[src/rtl/ctl_unit_seq.sv]
// Multi-cycle RV32I control sequencer: owns PC/IR, drives one req/ack memory port
// shared by fetch and load/store, and latches sticky traps.
module ctl_unit_seq #(
    parameter logic [31:0] RESET_PC    = 32'h0000_0000,
    parameter int          MEM_TIMEOUT = 16,
    parameter int          TO_W        = $clog2(MEM_TIMEOUT + 1)
) (
    input  logic        sys_clk,
    input  logic        sys_rst,
    output logic        mem_req,
    output logic        mem_we,
    output logic [31:0] mem_addr,
    output logic [31:0] mem_wdata,
    input  logic        mem_ack,
    input  logic [31:0] mem_rdata,
    input  logic [31:0] alu_result,
    input  logic        br_taken,
    input  logic [31:0] rs2_data,
    output logic [31:0] pc,
    output logic [31:0] ir,
    output logic        rf_we,
    output logic        retire,
    output logic        trap,
    output logic [1:0]  trap_cause,
    output logic [2:0]  state
);

    // A zero-width counter is not legal, so keep at least one bit when timeout is disabled.
    localparam int CNT_W = (TO_W < 1) ? 1 : TO_W;
    localparam logic [CNT_W-1:0] TO_LAST = (MEM_TIMEOUT == 0) ? '0 : CNT_W'(MEM_TIMEOUT - 1);

    localparam logic [6:0] OP_LUI    = 7'b0110111;
    localparam logic [6:0] OP_AUIPC  = 7'b0010111;
    localparam logic [6:0] OP_JAL    = 7'b1101111;
    localparam logic [6:0] OP_JALR   = 7'b1100111;
    localparam logic [6:0] OP_BRANCH = 7'b1100011;
    localparam logic [6:0] OP_LOAD   = 7'b0000011;
    localparam logic [6:0] OP_STORE  = 7'b0100011;
    localparam logic [6:0] OP_IMM    = 7'b0010011;
    localparam logic [6:0] OP_OP     = 7'b0110011;

    typedef enum logic [2:0] {
        ST_FETCH  = 3'd0,
        ST_DECODE = 3'd1,
        ST_EXEC   = 3'd2,
        ST_MEM    = 3'd3,
        ST_WB     = 3'd4,
        ST_TRAP   = 3'd5
    } state_t;

    state_t           state_q, state_d;
    logic [31:0]      pc_q, pc_d;
    logic [31:0]      ir_q, ir_d;
    logic [31:0]      next_pc_q, next_pc_d;
    logic [CNT_W-1:0] cnt_q, cnt_d;
    logic [1:0]       cause_q, cause_d;

    logic [6:0]  opcode;
    logic        legal;
    logic [31:0] exec_pc;
    logic [31:0] pc_plus4;

    assign opcode   = ir_q[6:0];
    assign pc_plus4 = pc_q + 32'd4;

    always_comb begin
        legal = 1'b0;
        case (opcode)
            OP_LUI, OP_AUIPC, OP_JAL, OP_JALR, OP_BRANCH,
            OP_LOAD, OP_STORE, OP_IMM, OP_OP: legal = (ir_q[1:0] == 2'b11);
            default: legal = 1'b0;
        endcase
    end

    always_comb begin
        exec_pc = pc_plus4;
        case (opcode)
            OP_BRANCH: exec_pc = br_taken ? alu_result : pc_plus4;
            OP_JAL:    exec_pc = alu_result;
            OP_JALR:   exec_pc = {alu_result[31:1], 1'b0};
            default:   exec_pc = pc_plus4;
        endcase
    end

    always_comb begin
        state_d   = state_q;
        pc_d      = pc_q;
        ir_d      = ir_q;
        next_pc_d = next_pc_q;
        cnt_d     = cnt_q;
        cause_d   = cause_q;
        mem_req   = 1'b0;
        mem_we    = 1'b0;
        mem_addr  = pc_q;
        rf_we     = 1'b0;
        retire    = 1'b0;

        case (state_q)
            ST_FETCH: begin
                mem_req = 1'b1;
                if (mem_ack) begin
                    ir_d    = mem_rdata;
                    state_d = ST_DECODE;
                end
            end
            ST_DECODE: begin
                if (!legal) begin
                    state_d = ST_TRAP;
                    cause_d = 2'd1;
                end else begin
                    state_d = ST_EXEC;
                end
            end
            ST_EXEC: begin
                if (exec_pc[1:0] != 2'b00) begin
                    state_d = ST_TRAP;
                    cause_d = 2'd3;
                end else begin
                    next_pc_d = exec_pc;
                    if (opcode == OP_LOAD || opcode == OP_STORE) begin
                        state_d = ST_MEM;
                    end else if (opcode == OP_BRANCH) begin
                        retire  = 1'b1;
                        pc_d    = exec_pc;
                        state_d = ST_FETCH;
                    end else begin
                        state_d = ST_WB;
                    end
                end
            end
            ST_MEM: begin
                mem_req  = 1'b1;
                mem_addr = alu_result;
                mem_we   = (opcode == OP_STORE);
                if (mem_ack) begin
                    if (opcode == OP_STORE) begin
                        retire  = 1'b1;
                        pc_d    = next_pc_q;
                        state_d = ST_FETCH;
                    end else begin
                        state_d = ST_WB;
                    end
                end
            end
            ST_WB: begin
                rf_we   = 1'b1;
                retire  = 1'b1;
                pc_d    = next_pc_q;
                state_d = ST_FETCH;
            end
            default: begin
                state_d = ST_TRAP;
            end
        endcase

        // Ack in the expiring cycle completes the transfer instead of trapping.
        if (MEM_TIMEOUT != 0 && mem_req && !mem_ack && cnt_q == TO_LAST) begin
            state_d = ST_TRAP;
            cause_d = 2'd2;
        end

        if (state_d != state_q || mem_ack) begin
            cnt_d = '0;
        end else if (mem_req) begin
            cnt_d = cnt_q + CNT_W'(1);
        end

        if (sys_rst) begin
            mem_req = 1'b0;
            mem_we  = 1'b0;
            rf_we   = 1'b0;
            retire  = 1'b0;
        end
    end

    always_ff @(posedge sys_clk) begin
        if (sys_rst) begin
            state_q   <= ST_FETCH;
            pc_q      <= RESET_PC;
            ir_q      <= 32'h0000_0013;
            next_pc_q <= RESET_PC;
            cnt_q     <= '0;
            cause_q   <= 2'd0;
        end else begin
            state_q   <= state_d;
            pc_q      <= pc_d;
            ir_q      <= ir_d;
            next_pc_q <= next_pc_d;
            cnt_q     <= cnt_d;
            cause_q   <= cause_d;
        end
    end

    assign mem_wdata  = rs2_data;
    assign pc         = pc_q;
    assign ir         = ir_q;
    assign trap       = (state_q == ST_TRAP);
    assign trap_cause = cause_q;
    assign state      = state_q;

endmodule

[config.mk]
export PLATFORM = sky130hd
export DESIGN_NAME = ctl_unit_seq
export DESIGN_NICKNAME = d
export VERILOG_FILES = /design/src/rtl/ctl_unit_seq.sv
export SDC_FILE = /design/constraint.sdc
export NUM_CORES = 1
export LEC_CHECK = 0
export ABC_CLOCK_PERIOD_IN_PS = 2500
export CAP_MARGIN = 10
export CELL_PAD_IN_SITES_DETAIL_PLACEMENT = 2
export CELL_PAD_IN_SITES_GLOBAL_PLACEMENT = 2
export CORE_MARGIN = 2
export CORE_UTILIZATION = 25
export DETAILED_ROUTE_END_ITERATION = 8
export MAX_ROUTING_LAYER = met4
export PLACE_DENSITY_LB_ADDON = 0.08
export SLEW_MARGIN = 20
export SYNTH_ARGS = -nofsm -noshare
export SYNTH_HDL_FRONTEND = slang
export SYNTH_SLANG_ARGS = --single-unit
[constraint.sdc]
create_clock -name sys_clk -period 2.5 [get_ports sys_clk]
set_input_delay 0.375 -clock sys_clk [delete_from_list [all_inputs] [get_ports sys_clk]]
set_output_delay 0.375 -clock sys_clk [all_outputs]
set_load 0.03 [all_outputs]
==> run_results.csv <==
group,metric,value,unit
run_status,outcome,"complete, no violations",
cells_and_area,fillers,3300,
timing,drv_slew,0,
synthesis,ys_warn_count,0,
critical_path,rr_worst_depth,7,
floorplan,die_height,171.8,um
synthesis,synthMostInstantiatedCell,"nand2_1",
placement,hpwl,22.96,mm
min_path,hp-start,"ir[25]",
synthesis,synth.yosys.seq_area_share,0.3016,
timing,tns,0,ns
clock_network,clock_path_buffers,2,
cells_and_area,seqCellArea,2133,um2
pwr,powerDensity,575.7,nW/um2
timing,setup_violations,0,
floorplan,num_rows,61,
timing,fin_skew,0.01302,ns
cells_and_area,area_delta_synth_final,40.64,%
clock_network,postCtsSetupRepairBufs,0,
synthesis,post_synth.cell_area_avg,7.253,um2
global_routing,grtUsageTotal,0.2219,
placement,dp_slack,-0.3456,ns
synthesis,syn_nets,1073,
clock_network,htree_levels,3,
min_path,hold_class,"reg -> reg",
route,vias_per_cell,5.266,
synthesis,ys.flop_type,"dfxtp_1",
synthesis,synth_edf_count,0,
critical_path,cp_max_fo,6,
timing,fin_crit_sh,0.9805,
synthesis,syn_inst,970,
synthesis,ys_ff_latch,106,
critical_path,cp-start-kind,"register",
placement,port_buffers,173,
critical_path,r2r_slack,0.19,ns
route,dr.pass1.iters,5,
critical_path,required,2.12,ns
timing,fmax,0.4079,GHz
global_routing,overflow,0,
global_routing,grt_max_degree,43,
critical_path,slowest_delay,0.39,ns
synthesis,netlist-cell-type-count,77,
route,num_vias,8030,
job,max_cap_viol_count,0,
clock_network,cts.reportedPaths.clkPinSlew,0.09,ns
synthesis,async_reset_ff_frac,0,
timing,maxSlewHeadroom,0.4902,
pwr,leakage,3.703,nW
placement,finalWeightedCongestion,0.7943,
floorplan,floorplan.core_area,27780,um2
floorplan,die_area,29500,um2
timing,hold_violations,0,
floorplan,die_w,171.8,um
floorplan,io_pins,238,
route,drtAntennaViolNets,0,
clock_network,clock_latency,0.37,ns
route,drt_wl_total,31.51,mm
critical_path,r2r-start,"ir[5]",
synthesis,yosys-top-cells-count,"nand2_1, dfxtp_1, a21oi_1, clkbuf_1, nor2_1",
critical_path,critPathArrivalTime,2.08,ns
timing,worst_slew_pin_slew,0.7619,ns
timing,rsz0062_at_grt,"yes",
critical_path,crit_type,"reg -> out",
timing,post-route-min-period,2.451,ns
critical_path,crit_path_end_kind,"primary output",
global_routing,antenna_found_initial,2,
route,post-route-drc-count,0,
critical_path,cp_slowest_cell,"dfxtp_4",
cells_and_area,drive_gt1_frac,0.1616,
synthesis,syn-cell-area,7035,um2
critical_path,timing.critical_path.max_delay_family,"compound AO/OA/AOI/OAI gates",
critical_path,timing.rr.end,"pc[3]",
synthesis,synth_top_area_frac,0.3016,
global_routing,grt_pass1_wl,49.20,mm
clock_network,cts_made_buffers,9,
route,drt_iter0_drc,349,
cells_and_area,final_nets,1243,
pwr,max-vdd-ir-drop,0.3031,mV
clock_network,clockRootBuffer,"clkbuf_16",
cells_and_area,multiInputGateArea,4273,um2
pwr,post-layout-total-power,5.696,mW
synthesis,synth_top_area_cell,"dfxtp_1",
route,wl_per_cell,20.66,um
timing,setup_slack,0.04863,ns
floorplan,start_util,0.2532,
min_path,hold_end,"ir[25]",
global_routing,grt_pass1_vias,8482,
clock_network,cts_tree,"built",
min_path,min_path_cells,2,
critical_path,path_cells,"nand3b_1, a211o_2, a22o_4, a211oi_4, inv_1, buf_6",
synthesis,yosys-top-cells-area,"dfxtp_1, nand2_1, a21oi_1",
clock_network,clock_sinks,106,
critical_path,crit_buf_inv,2,
==> how the worst max path moves through the flow <==
stage / from / slack (ns) / endpoint / cells past startpoint
floorplan: ir[2] / -0.08 / retire / 7
global placement: br_taken / -0.28 / next_pc_q[4] / 8
detailed placement: br_taken / -0.35 / next_pc_q[28] / 8
CTS: ir[2] / -0.002 / retire / 6
global route: ir[5] / -0.07 / retire / 6
finish: ir[5] / 0.05 / retire / 6
==> cell type report <==
cell class / count / share of cell area
inverters: 16 / 0.006070
repair buffers: 279 / 0.2672
clock buffers: 9 / 0.02276
flip-flops and latches: 106 / 0.2156
clock inverters: 7 / 0.008220
multi-input cells: 728 / 0.4318
diodes: 2 / 0.0005058
well taps: 378 / 0.04780
==> per-layer routing <==
metal / GRT usage / routed length, um
met2: 0.3775 / 15350
met3: 0.03659 / 1355
met4: 0.03727 / 267
met1: 0.2806 / 14530
met5: - / 0
==> sequential cells by signal, summed over array words and instances, names as in the netlist <==
| name | cells |
|---|---|
| cnt_q | 5 |
| ir | 32 |
| next_pc_q | 32 |
| pc | 32 |
| state | 3 |
| trap_cause | 2 |
==> logic make-up (layout without fill, tap and decap cells) <==
logic type | Yosys count | count (layout) | synth area share
XOR/XNOR | 7 | 7 | 0.008714
buffers and inverters | 136 | 311 | 0.09817
other | 0 | 2 | 0
AO/OA/AOI/OAI | 259 | 259 | 0.2628
flip-flops | 106 | 106 | 0.3016
AND/OR/NAND/NOR | 445 | 445 | 0.3023
multiplexers | 14 | 14 | 0.02099
adder cells (fa/ha/maj) | 3 | 3 | 0.005336
==> through the flow <==
stage,utilization,hold WS [ns],area [um2],std cells
2_1_floorplan,-,0.4317,7047,970
3_3_place_gp,0.3440,0.4410,9557,1507
3_5_place_dp,0.3440,0.4509,9557,1507
4_1_cts,0.3557,0.4638,9881,1523
5_1_grt,0.3562,0.4773,9894,1525
6_report,0.3562,0.4583,9894,1525
==> placed cells by master, fill, tap and decap left out, drive strengths merged, types with 7 or more instances in the layout <==
cell type,count
or3,14
a21oi,60
inv,20
nor3,21
nand3,41
a211oi,32
a311o,7
a211o,10
o21ai,29
o22ai,17
or2,7
mux2i,8
o211ai,14
nor2,42
clkbuf,9
a31oi,14
nand2,220
dlygate4sd2,15
clkdlybuf4s50,134
nand4,19
or4,7
and4,9
nor4,16
o31ai,8
buf,130
a21o,10
and2,13
dfxtp,106
a311oi,7
==> timing repair <==
action,in CTS,in global routing
pin swaps,2,0
endpoints found under the hold margin,0,0
setup endpoints to repair,14,3
hold buffers,0,0
resized for setup,25,4
==> power breakdown <==
part	switching, mW	internal (mW)	total, mW
registers	0.113	1.81	1.93
clock network	0.821	0.720	1.54
logic	1.34	0.892	2.23
==> tightest hold or removal path, stage by stage, from the launching register on <==
cell	delay, ns
dfxtp_1	0.32
nand2_1	0.05
a21oi_1	0.05
Note: power is estimated with default switching activity, not from simulation.
